<file path="src/rtl/iter_div_unit.sv">
// iter_div_unit: multi-cycle RV32M divider (DIV/DIVU/REM/REMU).
// Radix-2 restoring algorithm, one quotient bit per cycle, XLEN cycles in CALC.
// Division by zero and signed overflow bypass the iteration.
// stall_req holds IF/ID while an op is being accepted or computed.
// Optional feature macro: DIV_EARLY_OUT_EN. When it is defined, a dividend
// magnitude smaller than the divisor magnitude also bypasses the iteration.
module iter_div_unit #(
  parameter int XLEN = 32
) (
  input  logic            clk,
  input  logic            rst,
  input  logic            start,
  input  logic [1:0]      op,
  input  logic [XLEN-1:0] src1,
  input  logic [XLEN-1:0] src2,
  input  logic            flush,
  output logic            stall_req,
  output logic            done,
  output logic [XLEN-1:0] result
);

  localparam int CW = $clog2(XLEN);
  localparam logic [XLEN-1:0] ONE     = {{(XLEN-1){1'b0}}, 1'b1};
  localparam logic [XLEN-1:0] MIN_NEG = {1'b1, {(XLEN-1){1'b0}}};

  typedef enum logic [1:0] {
    S_IDLE = 2'd0,
    S_CALC = 2'd1,
    S_DONE = 2'd2
  } state_t;

  // Two's-complement negation, XLEN bits, wrapping.
  function automatic logic [XLEN-1:0] neg_f(input logic [XLEN-1:0] v);
    return ~v + ONE;
  endfunction

  state_t          state_q, state_d;
  logic [CW-1:0]   cnt_q, cnt_d;
  logic [XLEN-1:0] rem_q, rem_d;
  logic [XLEN-1:0] quo_q, quo_d;
  logic [XLEN-1:0] div_q, div_d;
  logic            neg_quo_q, neg_quo_d;
  logic            neg_rem_q, neg_rem_d;
  logic            rem_sel_q, rem_sel_d;
  logic            done_q, done_d;
  logic [XLEN-1:0] result_q, result_d;

  // Operand decode: signs and magnitudes (magnitudes only for signed ops).
  logic            is_signed_s, is_rem_s, sign1_s, sign2_s;
  logic [XLEN-1:0] abs1_s, abs2_s;
  logic            div_zero_s, ovf_s;
  // One restoring-division step on the current partial remainder.
  logic [XLEN:0]   rem_sh_s;
  logic [XLEN-1:0] sub_s, rem_nx_s, quo_nx_s, quo_fix_s, rem_fix_s;
  logic            no_borrow_s;

  // Operand decode and the iteration datapath.
  always_comb begin
    is_signed_s = ~op[0];
    is_rem_s    = op[1];
    sign1_s     = is_signed_s & src1[XLEN-1];
    sign2_s     = is_signed_s & src2[XLEN-1];
    abs1_s      = sign1_s ? neg_f(src1) : src1;
    abs2_s      = sign2_s ? neg_f(src2) : src2;
    div_zero_s  = (src2 == '0);
    ovf_s       = is_signed_s & (src1 == MIN_NEG) & (src2 == '1);
    rem_sh_s    = {rem_q, quo_q[XLEN-1]};
    no_borrow_s = (rem_sh_s >= {1'b0, div_q});
    // The difference always fits in XLEN bits when no borrow occurs.
    sub_s       = rem_sh_s[XLEN-1:0] - div_q;
    rem_nx_s    = no_borrow_s ? sub_s : rem_sh_s[XLEN-1:0];
    quo_nx_s    = {quo_q[XLEN-2:0], no_borrow_s};
    quo_fix_s   = neg_quo_q ? neg_f(quo_nx_s) : quo_nx_s;
    rem_fix_s   = neg_rem_q ? neg_f(rem_nx_s) : rem_nx_s;
  end

  // Next-state logic, stall request and result capture.
  always_comb begin
    state_d   = state_q;
    cnt_d     = cnt_q;
    rem_d     = rem_q;
    quo_d     = quo_q;
    div_d     = div_q;
    neg_quo_d = neg_quo_q;
    neg_rem_d = neg_rem_q;
    rem_sel_d = rem_sel_q;
    done_d    = 1'b0;
    result_d  = result_q;
    stall_req = 1'b0;
    if (flush) begin
      // Abort: back to IDLE, no done pulse, last result kept.
      state_d = S_IDLE;
    end else begin
      case (state_q)
        S_IDLE: begin
          if (start) begin
            stall_req = 1'b1;
            rem_sel_d = is_rem_s;
            if (div_zero_s) begin
              result_d = is_rem_s ? src1 : '1;
              done_d   = 1'b1;
              state_d  = S_DONE;
            end else if (ovf_s) begin
              result_d = is_rem_s ? '0 : src1;
              done_d   = 1'b1;
              state_d  = S_DONE;
`ifdef DIV_EARLY_OUT_EN
            end else if (abs1_s < abs2_s) begin
              result_d = is_rem_s ? src1 : '0;
              done_d   = 1'b1;
              state_d  = S_DONE;
`endif
            end else begin
              rem_d     = '0;
              quo_d     = abs1_s;
              div_d     = abs2_s;
              neg_quo_d = sign1_s ^ sign2_s;
              neg_rem_d = sign1_s;
              cnt_d     = CW'(XLEN - 1);
              state_d   = S_CALC;
            end
          end else begin
            state_d = S_IDLE;
          end
        end
        S_CALC: begin
          stall_req = 1'b1;
          rem_d     = rem_nx_s;
          quo_d     = quo_nx_s;
          if (cnt_q == '0) begin
            result_d = rem_sel_q ? rem_fix_s : quo_fix_s;
            done_d   = 1'b1;
            state_d  = S_DONE;
          end else begin
            cnt_d = cnt_q - CW'(1);
          end
        end
        S_DONE: begin
          state_d = S_IDLE;
        end
        default: begin
          state_d = S_IDLE;
        end
      endcase
    end
  end

  // State and datapath registers with asynchronous reset.
  always_ff @(posedge clk or posedge rst) begin
    if (rst) begin
      state_q   <= S_IDLE;
      cnt_q     <= '0;
      rem_q     <= '0;
      quo_q     <= '0;
      div_q     <= '0;
      neg_quo_q <= 1'b0;
      neg_rem_q <= 1'b0;
      rem_sel_q <= 1'b0;
      done_q    <= 1'b0;
      result_q  <= '0;
    end else begin
      state_q   <= state_d;
      cnt_q     <= cnt_d;
      rem_q     <= rem_d;
      quo_q     <= quo_d;
      div_q     <= div_d;
      neg_quo_q <= neg_quo_d;
      neg_rem_q <= neg_rem_d;
      rem_sel_q <= rem_sel_d;
      done_q    <= done_d;
      result_q  <= result_d;
    end
  end

  assign done   = done_q;
  assign result = result_q;

endmodule

</file>
<file path="config.mk">
export PLATFORM = sky130hd
export DESIGN_NAME = iter_div_unit
export DESIGN_NICKNAME = d
export VERILOG_FILES = /design/src/rtl/iter_div_unit.sv
export SDC_FILE = /design/constraint.sdc
export NUM_CORES = 1
export LEC_CHECK = 0
export ABC_AREA = 1
export CORE_MARGIN = 2
export CORE_UTILIZATION = 30
export CTS_CLUSTER_SIZE = 10
export DETAILED_ROUTE_END_ITERATION = 8
export PLACE_DENSITY = 0.45
export SKIP_CTS_REPAIR_TIMING = 1
export SLEW_MARGIN = 20
export SYNTH_ARGS = -nofsm -noshare
export SYNTH_HDL_FRONTEND = slang
export SYNTH_SLANG_ARGS = --single-unit
</file>
<file path="constraint.sdc">
create_clock -name clk -period 7.9 [get_ports clk]
set_input_delay 1.58 -clock clk [delete_from_list [all_inputs] [get_ports clk]]
set_output_delay 1.58 -clock clk [all_outputs]
set_load 0.01 [all_outputs]
</file>
Word-level counts from Yosys, hierarchy flattened --
Index checks and enable logic that the tools add are counted. Widths: inputs -> output; s select.
Cells by class: multiplexer cells 41, magnitude comparators 1, bitwise logic cells 13, reductions and logical operators 9, eq/ne operators 10, add/subtract/negate cells 6
Operators with widths (count):
- $mux 32 | 18
- $pmux 32 s2 | 3
- $add 32x1->32 const B | 4
- $not 32->32 | 4
- $eq 32x32->1 const B | 2
- $ge 33x32->1 | 1
- $logic_not 32->1 | 1
- $sub 32x32->32 | 1
- $mux 5 | 4
- $reduce_and 5->1 | 3
- $mux 2 | 5
- $ne 2x2->1 const B | 5
- $pmux 5 s2 | 1
- $mux 1 | 7
- $ne 3x3->1 const B | 2
- $reduce_and 6->1 | 1
- $logic_not 5->1 | 1
- $sub 5x1->5 const B | 1
- $and 1x1->1 | 4
- $not 1->1 | 4
- $pmux 1 s2 | 2
- $pmux 2 s2 | 1
- $reduce_and 3->1 | 1
- $eq 2x1->1 const B | 1
- other kinds (3) | 3
Storage, ports and cells: output and inout bits 34, bits in registers 139

Logic depth before layout (Yosys ltp) --
Gate-level depths: netlist (run 1).
word-level depth 8, depth in mapped cells 33, gate-level depth less buffers 32

Worst setup path before layout (run 1) --
Ideal clock, no wire load.
kind register -> register, start register rem_q[17], end register result_q[28] (netlist: result[28]), buffers on the path 1, data arrival time 3.664 ns, data required time 7.783 ns, slack 4.119 ns, cell stages (with the launch flop) 31, cells stage by stage dfrtp_1 -> ha_1 -> nand2_1 -> nor2_2 -> nand2_1 -> nor2_2 -> nand3b_1 -> nand2_2 -> nor2_4 -> nand2_8 -> inv_2 -> buf_2 -> ha_1 -> nand3_2 -> nor2_2 -> nand2_1 -> inv_1 -> nand2_1 -> nor2_1 -> inv_1 -> nor2_2 -> nand2_1 -> nor2_2 -> nand3_1 -> o21ai_2 -> o21ai_1 -> or2_0 -> a21oi_1 -> nand2_1 -> nand2_1 -> nand2_1
On the way: word-level cells in the longest chain between the ends 8, elaborated cells between the ends (all ways) 12, those cells by class add/sub (3); order compare (1); mux (6); bitwise (2)
RTL lines:
- start: declaration | line 39 | logic [XLEN-1:0] rem_q, rem_d;
- start signal: assignment | line 164 | rem_q <= rem_d;
- $sub 32x32->32 or $ge 33x32->1 (tied branches) | line 70, 68
- $mux 32 | line 71 | rem_nx_s = no_borrow_s ? sub_s : rem_sh_s[XLEN-1:0];
- $not 32->32 | line 34 | return ~v + ONE;
- $add 32x1->32 | line 34
- $mux 32 | line 74 | rem_fix_s = neg_rem_q ? neg_f(rem_nx_s) : rem_nx_s;
- $mux 32 * | line 131 | result_d = rem_sel_q ? rem_fix_s : quo_fix_s;
- $mux 32 * | line 130 | if (cnt_q == '0) begin
- $pmux 32 s2 * | line 94 | case (state_q)
- end signal: assignment | line 171 | result_q <= result_d;
- end: declaration | line 46 | logic [XLEN-1:0] result_q, result_d;
Mark *: on every way between the ends. The rest lies on a longest branch, timed or not. The select of a mux whose other input is x is not followed. A chain may end at the register's enable or synchronous reset.

Worst setup path after layout (run 1) --
start register div_q[27], end register result_q[28] (netlist: result[28])
On the way: word-level cells in the longest chain between the ends 8, elaborated cells between the ends (all ways) 12, those cells by class add/sub (3); order compare (1); mux (6); bitwise (2)
RTL lines:
- start: declaration | line 41 | logic [XLEN-1:0] div_q, div_d;
- start signal: assignment | line 166 | div_q <= div_d;
- $sub 32x32->32 or $ge 33x32->1 (tied branches) | line 70, 68
- $mux 32 | line 71
- $not 32->32 | line 34
- $add 32x1->32 | line 34
- $mux 32 | line 74
- $mux 32 * | line 131
- $mux 32 * | line 130
- $pmux 32 s2 * | line 94
Marked as above.

==> results.md, run 1 <==
Outcome:
- The flow ran to the end, and the final reports show no timing, DRC or antenna violations.

Global routing:
- For met1 alone, demand over resource in global routing was 0.335.
- In this run the most used layer during global routing was met2.
- The sum of overflow across all layers after global routing is 0.
- The number of global-route vias before repair is 13900.
- The number of antenna violations at the first check in global routing came to 0.
- The met2 track utilization from global routing is 0.358.
- For this run, global-route usage on met3 was measured as 0.0273.
- The global-route usage over all layers is 0.229.
- The global-route wire length before repair is 82.7 mm.
- Entering global routing, the biggest net connects 89 pins.

Critical path:
- The category of the worst setup path capture point is a flop.
- The largest individual stage delay along the critical path comes from the cell sky130_fd_sc_hd__nor2_4.
- For the worst setup path, the data required time is 8.25 ns.
- The peak fanout along the critical path is 55.
- In this run the critical register-to-register path is launched from div_q[27].
- Tracing the worst setup path back leads to its startpoint at div_q[27].
- STA classifies the critical path startpoint as a flop.
- The highest cell delay on the worst timing path is 0.55 ns.
- The arrival time of data at the critical path endpoint is 5.60 ns.
- The critical path is of the flop to flop type.
- The minimum setup slack among reg-to-reg paths is 2.65 ns.
- Counting stages on the worst path, the most repeated cell is sky130_fd_sc_hd__nand2_1.

Pwr:
- For this design the ratio of total power to cell area is 413 nW/um^2.
- The internal power of the cells totals 2.87 mW.
- Of the total power, the share spent switching nets is 0.556.
- Of the total power, the clock network draws 0.143.
- The worst-case vdd ir drop is 0.000191 V.
- The combinational share of power is 0.675.
- The total design power is 6.45 mW.
- The leakage power is 7.80 nW.
- The sequential share of power is 0.182.
- For this design the total switching power over the nets is 3.58 mW.

Clock network:
- The total clock sinks is 139.
- The clock passes through at most 2 buffers.
- The H-tree was split into 4 levels.
- The clock-pin transition on the worst setup and hold timing paths is 0.07 ns.
- At the later pin of the worst-skew pair, clock insertion delay measures 0.46 ns.
- Clock tree synthesis inserted a total of 17 buffers.
- The CTS tree is done.
- The root cell of the clock tree is sky130_fd_sc_hd__clkbuf_16.

Placement:
- The routability congestion estimate is 0.913.
- OpenSTA, run right after detailed placement, puts the worst setup slack at 2.30 ns.
- The instance area after placement is 15000 sq um.
- The number of port buffers is 103.
- The total instance count after detailed placement is 2898.
- Detailed placement finished with a half-perimeter wire length of 41.4 mm.

Logic synthesis:
- Of the synthesized area, sequential elements account for 0.258.
- Counting every instance in the synthesized netlist gives 2275.
- The number of enable-type register cells in the synthesized netlist is 0.
- Ranked by instance count, the synthesized netlist is headed by sky130_fd_sc_hd__nand2_1 (705), sky130_fd_sc_hd__inv_1 (324), sky130_fd_sc_hd__o21ai_0 (205).
- The net count after synthesis is 2385.
- The synthesized design contains 139 register bits.
- The cell area that synthesis handed to floorplanning was 13500 sq um.
- For this run, the number of Yosys warnings is 0.
- The dominant cell by count in the synthesized netlist is sky130_fd_sc_hd__nand2_1.
- The netlist uses 53 different library cells.
- The cell type contributing the most total cell area after synthesis is sky130_fd_sc_hd__dfrtp_1.
- The post-synthesis area per instance is 5.93 sq um.
- The area share of the leading cell type in the synthesized netlist is 0.258.
- The predominant post-synthesis flop cell is sky130_fd_sc_hd__dfrtp_1.
- The fraction of registers with async set or reset after synthesis is 1.00.
- In the post-synthesis netlist, the biggest area contributors are sky130_fd_sc_hd__dfrtp_1 (26%), sky130_fd_sc_hd__nand2_1 (20%), sky130_fd_sc_hd__inv_1 (9.0%), sky130_fd_sc_hd__o21ai_0 (7.6%), sky130_fd_sc_hd__nand3_1 (6.3%).

STA:
- The number of hold-slack violations in the final timing report is 0.
- For the pin with the worst max-slew slack, the measured transition is 1.11 ns.
- The headroom to the max-slew limit is 0.260.
- The tightest hold path in the finished design has a slack of 0.482 ns.
- Setup repair after global routing left no endpoint under its margin.
- Setup slack on the critical path of the routed design comes to 2.65 ns.
- Summed over all failing endpoints, the final setup total negative slack is 0 ns.
- Setup violations remaining at the end of the flow were counted as 0.
- The clock arrives with 0.00949 ns of skew.
- The final count of pins violating max slew is 0.
- Timing would allow up to 0.190 GHz.
- The minimum clock period is 5.25 ns.
- Of the available clock period, the critical path in the final layout requires 0.665.

Floorplanning:
- The horizontal die dimension is 216 um.
- The total area inside the core boundary comes to 44300 sq um.
- For this design the top-level I/O count stands at 104.
- The initial standard-cell utilization of the core is 0.304.
- The floorplan die height is 216 um.
- The number of placement rows is 77.
- The area of the die is 46700 sq um.

Min path:
- The path class of the tightest hold or removal check is flop to flop.
- The source of the worst hold timing path is div_q[7].

Cells and area:
- The final core area utilization is 0.353.
- The cell area after layout is 15600 sq um.
- The antenna diode instance count is 0.
- The area of the multi-input gates is 8370 sq um.
- The sequential cells in the finished layout cover a total of 3480 sq um.
- The post-layout instance count excluding filler cells is 2930.
- Relative to the synthesized area, the layout overhead comes to 15.9%.
- The fraction of final layout cells with drive strength greater than 1 is 0.0556.
- The net count of the finished layout is 2435.
- The filler cells instantiated in the layout total 5034.

Detailed routing:
- The via count is 14700.
- For this run, the detailed router's first-pass iteration total came to 5.
- After detailed routing, the average wire length per cell comes to 18.0 um.
- Summed over all layers, the routed wires come to 52.6 mm.
- In the routed design, unresolved DRC markers number 0.
- The via-per-instance ratio is 5.00.
- The detail route stage leaves a number of antenna-violating nets equal to 0.
- The first routing iteration left 1196 violations.

Job:
- The count of max-cap constraint violations is 0.
[flip-flops by register name (all words and copies together) (netlist names)]
register / flops
neg_quo_q: 1
div_q: 32
rem_sel_q: 1
quo_q: 32
cnt_q: 5
done: 1
state_q: 2
rem_q: 32
neg_rem_q: 1
result: 32
[metal layers]
layer,part of all wire,vias to the layer above
li1,-,7391
met1,0.50,6867
met2,0.45,365
met3,0.041,34
met4,0.013,0
met5,0,-
[critical path: cells and delay by family (launching register included)]
family                     cells  cell delay (ns)
AOI/OAI and AO/OA              4             0.62
adders and majority gates      2             0.62
buffers and inverters          5             0.78
DFF                            1             0.37
and+or+nand+nor               19             2.73
[power by group through the flow]
stage	Sequential (mW)	Combinational (mW)	Clock (mW)
2_1_floorplan	1.13	3.07	0
3_3_place_gp	1.18	4.34	0
3_5_place_dp	1.19	4.34	0
4_1_cts	1.18	4.36	0.941
5_1_grt	1.21	4.93	0.975
6_report	1.17	4.35	0.922
[layout by cell type, fill, tap and decap left out, types with 11 or more instances in the layout]
master,Yosys,layout
sky130_fd_sc_hd__o22ai_1,27,27
sky130_fd_sc_hd__nand3_1,170,170
sky130_fd_sc_hd__o21ai_1,48,48
sky130_fd_sc_hd__nand4_1,29,29
sky130_fd_sc_hd__clkbuf_16,0,17
sky130_fd_sc_hd__o21ai_0,205,205
sky130_fd_sc_hd__ha_1,39,39
sky130_fd_sc_hd__nor2_2,16,18
sky130_fd_sc_hd__inv_2,10,11
sky130_fd_sc_hd__clkdlybuf4s50_1,0,103
sky130_fd_sc_hd__buf_4,4,12
sky130_fd_sc_hd__a21oi_1,101,101
sky130_fd_sc_hd__nand2_2,21,22
sky130_fd_sc_hd__nor2_1,189,187
sky130_fd_sc_hd__inv_1,324,322
sky130_fd_sc_hd__nand2_1,705,704
sky130_fd_sc_hd__dfrtp_1,139,139
sky130_fd_sc_hd__xor2_1,42,42
sky130_fd_sc_hd__nor4_1,11,11
sky130_fd_sc_hd__nor3_1,31,31
[final cells by class]
class                   instances  area share
repair buffers                115      0.0717
flip-flops and latches        139       0.223
clock buffers                  23      0.0319
inverters                     336      0.0810
well taps                     592      0.0474
clock inverters                 9      0.0102
multi-input cells            1716       0.535
[worst paths after layout]
path,end,cells after the start
max reg2reg,result[28],30
max in group asynchronous,quo_q[2],3
min reg2reg,div_q[7],2
max,result[28],30
min in group asynchronous,div_q[5],2
min,div_q[7],2
[logic make-up (layout without fill, tap and decap cells)]
kind of cell / Yosys count / count (layout) / share of synthesized area
adder cells (fa/ha/maj): 40 / 40 / 0.0377
flip-flops: 139 / 139 / 0.258
XOR/XNOR: 47 / 47 / 0.0305
AND/OR/NAND/NOR: 1218 / 1218 / 0.391
buffers and inverters: 420 / 483 / 0.122
AO/OA/AOI/OAI: 411 / 411 / 0.160
Power figures use the tool's default switching activity.
==> inputs of run 2 (changes only) <==
- clock period: 7.9 -> 5.15 ns (I/O delays scaled with it)
==> results.md, run 2 (synthesis gave the netlist of run 1 again) <==
Placement:
- The detailed placement HPWL is 42.5 mm.
- The instance area after placement is 15100 sq um.
- The congestion estimate from routability-driven global placement came to 0.917.
- The number of port buffers is 103.

Pwr:
- Across the VDD grid, the largest voltage drop is 0.000387 V.
- For this design the ratio of total power to cell area is 635 nW/um^2.
- The analysis attributes to cell leakage a power of 7.82 nW.

Global routing:
- The number of antenna violations at the first check in global routing is 0.
- The number of global-route vias before repair is 13900.
- Global routing finished with a remaining overflow of 0.
- The global-route wire length before repair is 83.4 mm.
- Entering global routing, the biggest net connects 98 pins.
- The global-route usage over all layers is 0.233.

STA:
- Clock skew on the completed layout was measured at 0.0127 ns.
- The achievable frequency is 0.229 GHz.
- The count of endpoints failing setup in the final report is 0.
- The minimum clock period is 4.36 ns.
- In this run the tightest slew margin relative to its limit is 0.283.
- In the finished design, the share of the clock period the worst path needs comes to 0.847.
- The transition time at the pin with the least slew margin is 1.08 ns.
- Setup repair after global routing left no endpoint under its margin.
- The number of hold-slack violations in the final timing report came to 0.
- In the final timing run, aggregate negative setup slack is 0 ns.
- The final count of pins violating max slew was 0.

Critical path:
- The largest individual stage delay along the critical path comes from the cell sky130_fd_sc_hd__dfrtp_1.
- The source of the worst register-to-register timing path is div_q[12].
- For the worst setup path, the data required time is 5.49 ns.
- The cell type with the highest occurrence count on the critical path is sky130_fd_sc_hd__nand2_1.
- Setup slack on the worst reg-to-reg path comes out at 0.79 ns.
- Counting both buffers and inverters, the worst setup path holds a total of 6.
- Tracing the worst setup path back leads to its startpoint at div_q[12].
- The category of the worst setup path capture point is a flop.
- In this run the number of cells on the critical path is 32.
- The category of the worst setup path launch point is a flop.
- The highest cell delay on the worst timing path is 0.36 ns.
- For the worst flop-to-flop path, the logic depth is 32.
- The top cell family by delay on the critical path is simple AND/OR/NAND/NOR gates.
- Data arrives at the worst endpoint at 4.70 ns.
- The peak fanout along the critical path is 24.
- The worst setup path is of the flop to flop kind.

Min path:
- The type of the worst min-delay path is flop to flop.
- The source of the worst hold timing path is result[27].
- Along the worst hold path, the cell count comes to 2.

Clock network:
- The clock tree synthesis step divided the H-tree into 4 levels.
- TritonCTS built the clock tree.
- The clock reaches the later pin of the worst-skew pair after 0.45 ns.
- The longest clock path from root to sink contains 2 buffers.
- TritonCTS created 17 clock buffers.
- The root cell of the clock tree is sky130_fd_sc_hd__clkbuf_16.
- The tree built by TritonCTS fans out to 139 sinks.
- The clock-pin transition on the worst setup and hold timing paths is 0.06 ns.

Floorplanning:
- Row generation in the floorplan step produced 77 rows.
- The area of the die is 46700 sq um.
- In this run the count of I/O pins placed on the die edge is 104.
- The horizontal die dimension is 216 um.
- The area of the core is 44300 sq um.
- The die is 216 um tall.
- The initial utilization of the core area, before any placement, comes to 0.304.

Detailed routing:
- The detailed router finished its first iteration with 1213 violations.
- The via count is 14800.
- The detailed-route wire length per cell is 18.3 um.
- After detailed routing, the number of remaining DRC violations is 0.
- The final antenna-violating net count is 0.
- The number of detailed-routing iterations run before antenna repair is 5.
- After detailed routing, the number of vias per cell comes to 5.03.
- The wire length reported by the detailed router is 53.8 mm.

Cells and area:
- In the final layout, the share of cells above drive strength 1 is 0.0592.
- Leaving out fill and tap cells, the most frequent cell in the layout is sky130_fd_sc_hd__nand2_1.
- In the layout the commonest cells are sky130_fd_sc_hd__nand2_1 (704), sky130_fd_sc_hd__inv_1 (322), sky130_fd_sc_hd__o21ai_0 (205).
- The antenna diode instance count is 0.
- The number of nets in the layout is 2446.
- With fillers left out, the area of the finished cells amounts to 15700 sq um.
- The area added between synthesis and finish is 16.1%.

Job:
- The count of max-cap constraint violations is 0.

Outcome:
- The flow ran to the end, and the final reports show no timing, DRC or antenna violations.
[run 2: cell count changes in the layout (fill, tap and decap cells not counted)]
cell,previous run,this run
sky130_fd_sc_hd__buf_16,0,1
sky130_fd_sc_hd__clkbuf_8,5,1
sky130_fd_sc_hd__buf_4,12,21
sky130_fd_sc_hd__clkinv_4,3,4
sky130_fd_sc_hd__clkbuf_1,1,3
sky130_fd_sc_hd__clkinv_2,1,4
sky130_fd_sc_hd__inv_6,1,0
sky130_fd_sc_hd__buf_12,0,1
sky130_fd_sc_hd__bufinv_16,4,2
sky130_fd_sc_hd__clkinvlp_4,1,2
[run 2: where the power goes]
group	switching, mW	total, mW	internal (mW)
sequential	0.336	1.80	1.46
clock	0.537	1.26	0.724
combinational	4.78	6.88	2.10
[run 2: tightest hold or removal path: cells and delay by family (launching register included)]
family / cells / cell delay [ns]
and+or+nand+nor: 2 / 0.10
DFF: 1 / 0.34
[run 2: per-layer routing]
| metal | GRT usage | wire length, um |
|---|---|---|
| met2 | 0.361 | 23500 |
| met5 | 0 | 0 |
| met4 | 0.0573 | 908 |
| met1 | 0.337 | 26200 |
| met3 | 0.0357 | 3270 |
[run 2: path summary, 6_finish.rpt]
path	endpoint
max	result[28]
min	result[27]
max reg2reg	result[28]
min reg2reg	result[27]
max in group asynchronous	result[14]
min in group asynchronous	div_q[12]
[run 2: metrics by stage]
step | power, mW | setup slack [ns] | utilization | hold slack [ns] | instances
2_1_floorplan | 6.45 | 0.395 | - | 0.453 | 2275
3_3_place_gp | 8.66 | 0.493 | 0.340 | 0.465 | 2908
3_5_place_dp | 8.63 | 0.486 | 0.340 | 0.466 | 2908
4_1_cts | 9.95 | 0.798 | 0.353 | 0.484 | 2940
5_1_grt | 10.9 | 0.199 | 0.353 | 0.498 | 2941
6_report | 9.94 | 0.786 | 0.353 | 0.475 | 2941
[run 2: area by class of cell]
class | instances | area (sq um)
Fill cell | 5060 | 28700
Clock buffer | 21 | 450
Multi-Input combinational cell | 1716 | 8370
Clock inverter | 11 | 121
Inverter | 336 | 1270
Tap cell | 592 | 741
Sequential cell | 139 | 3480
Timing Repair Buffer | 126 | 1240
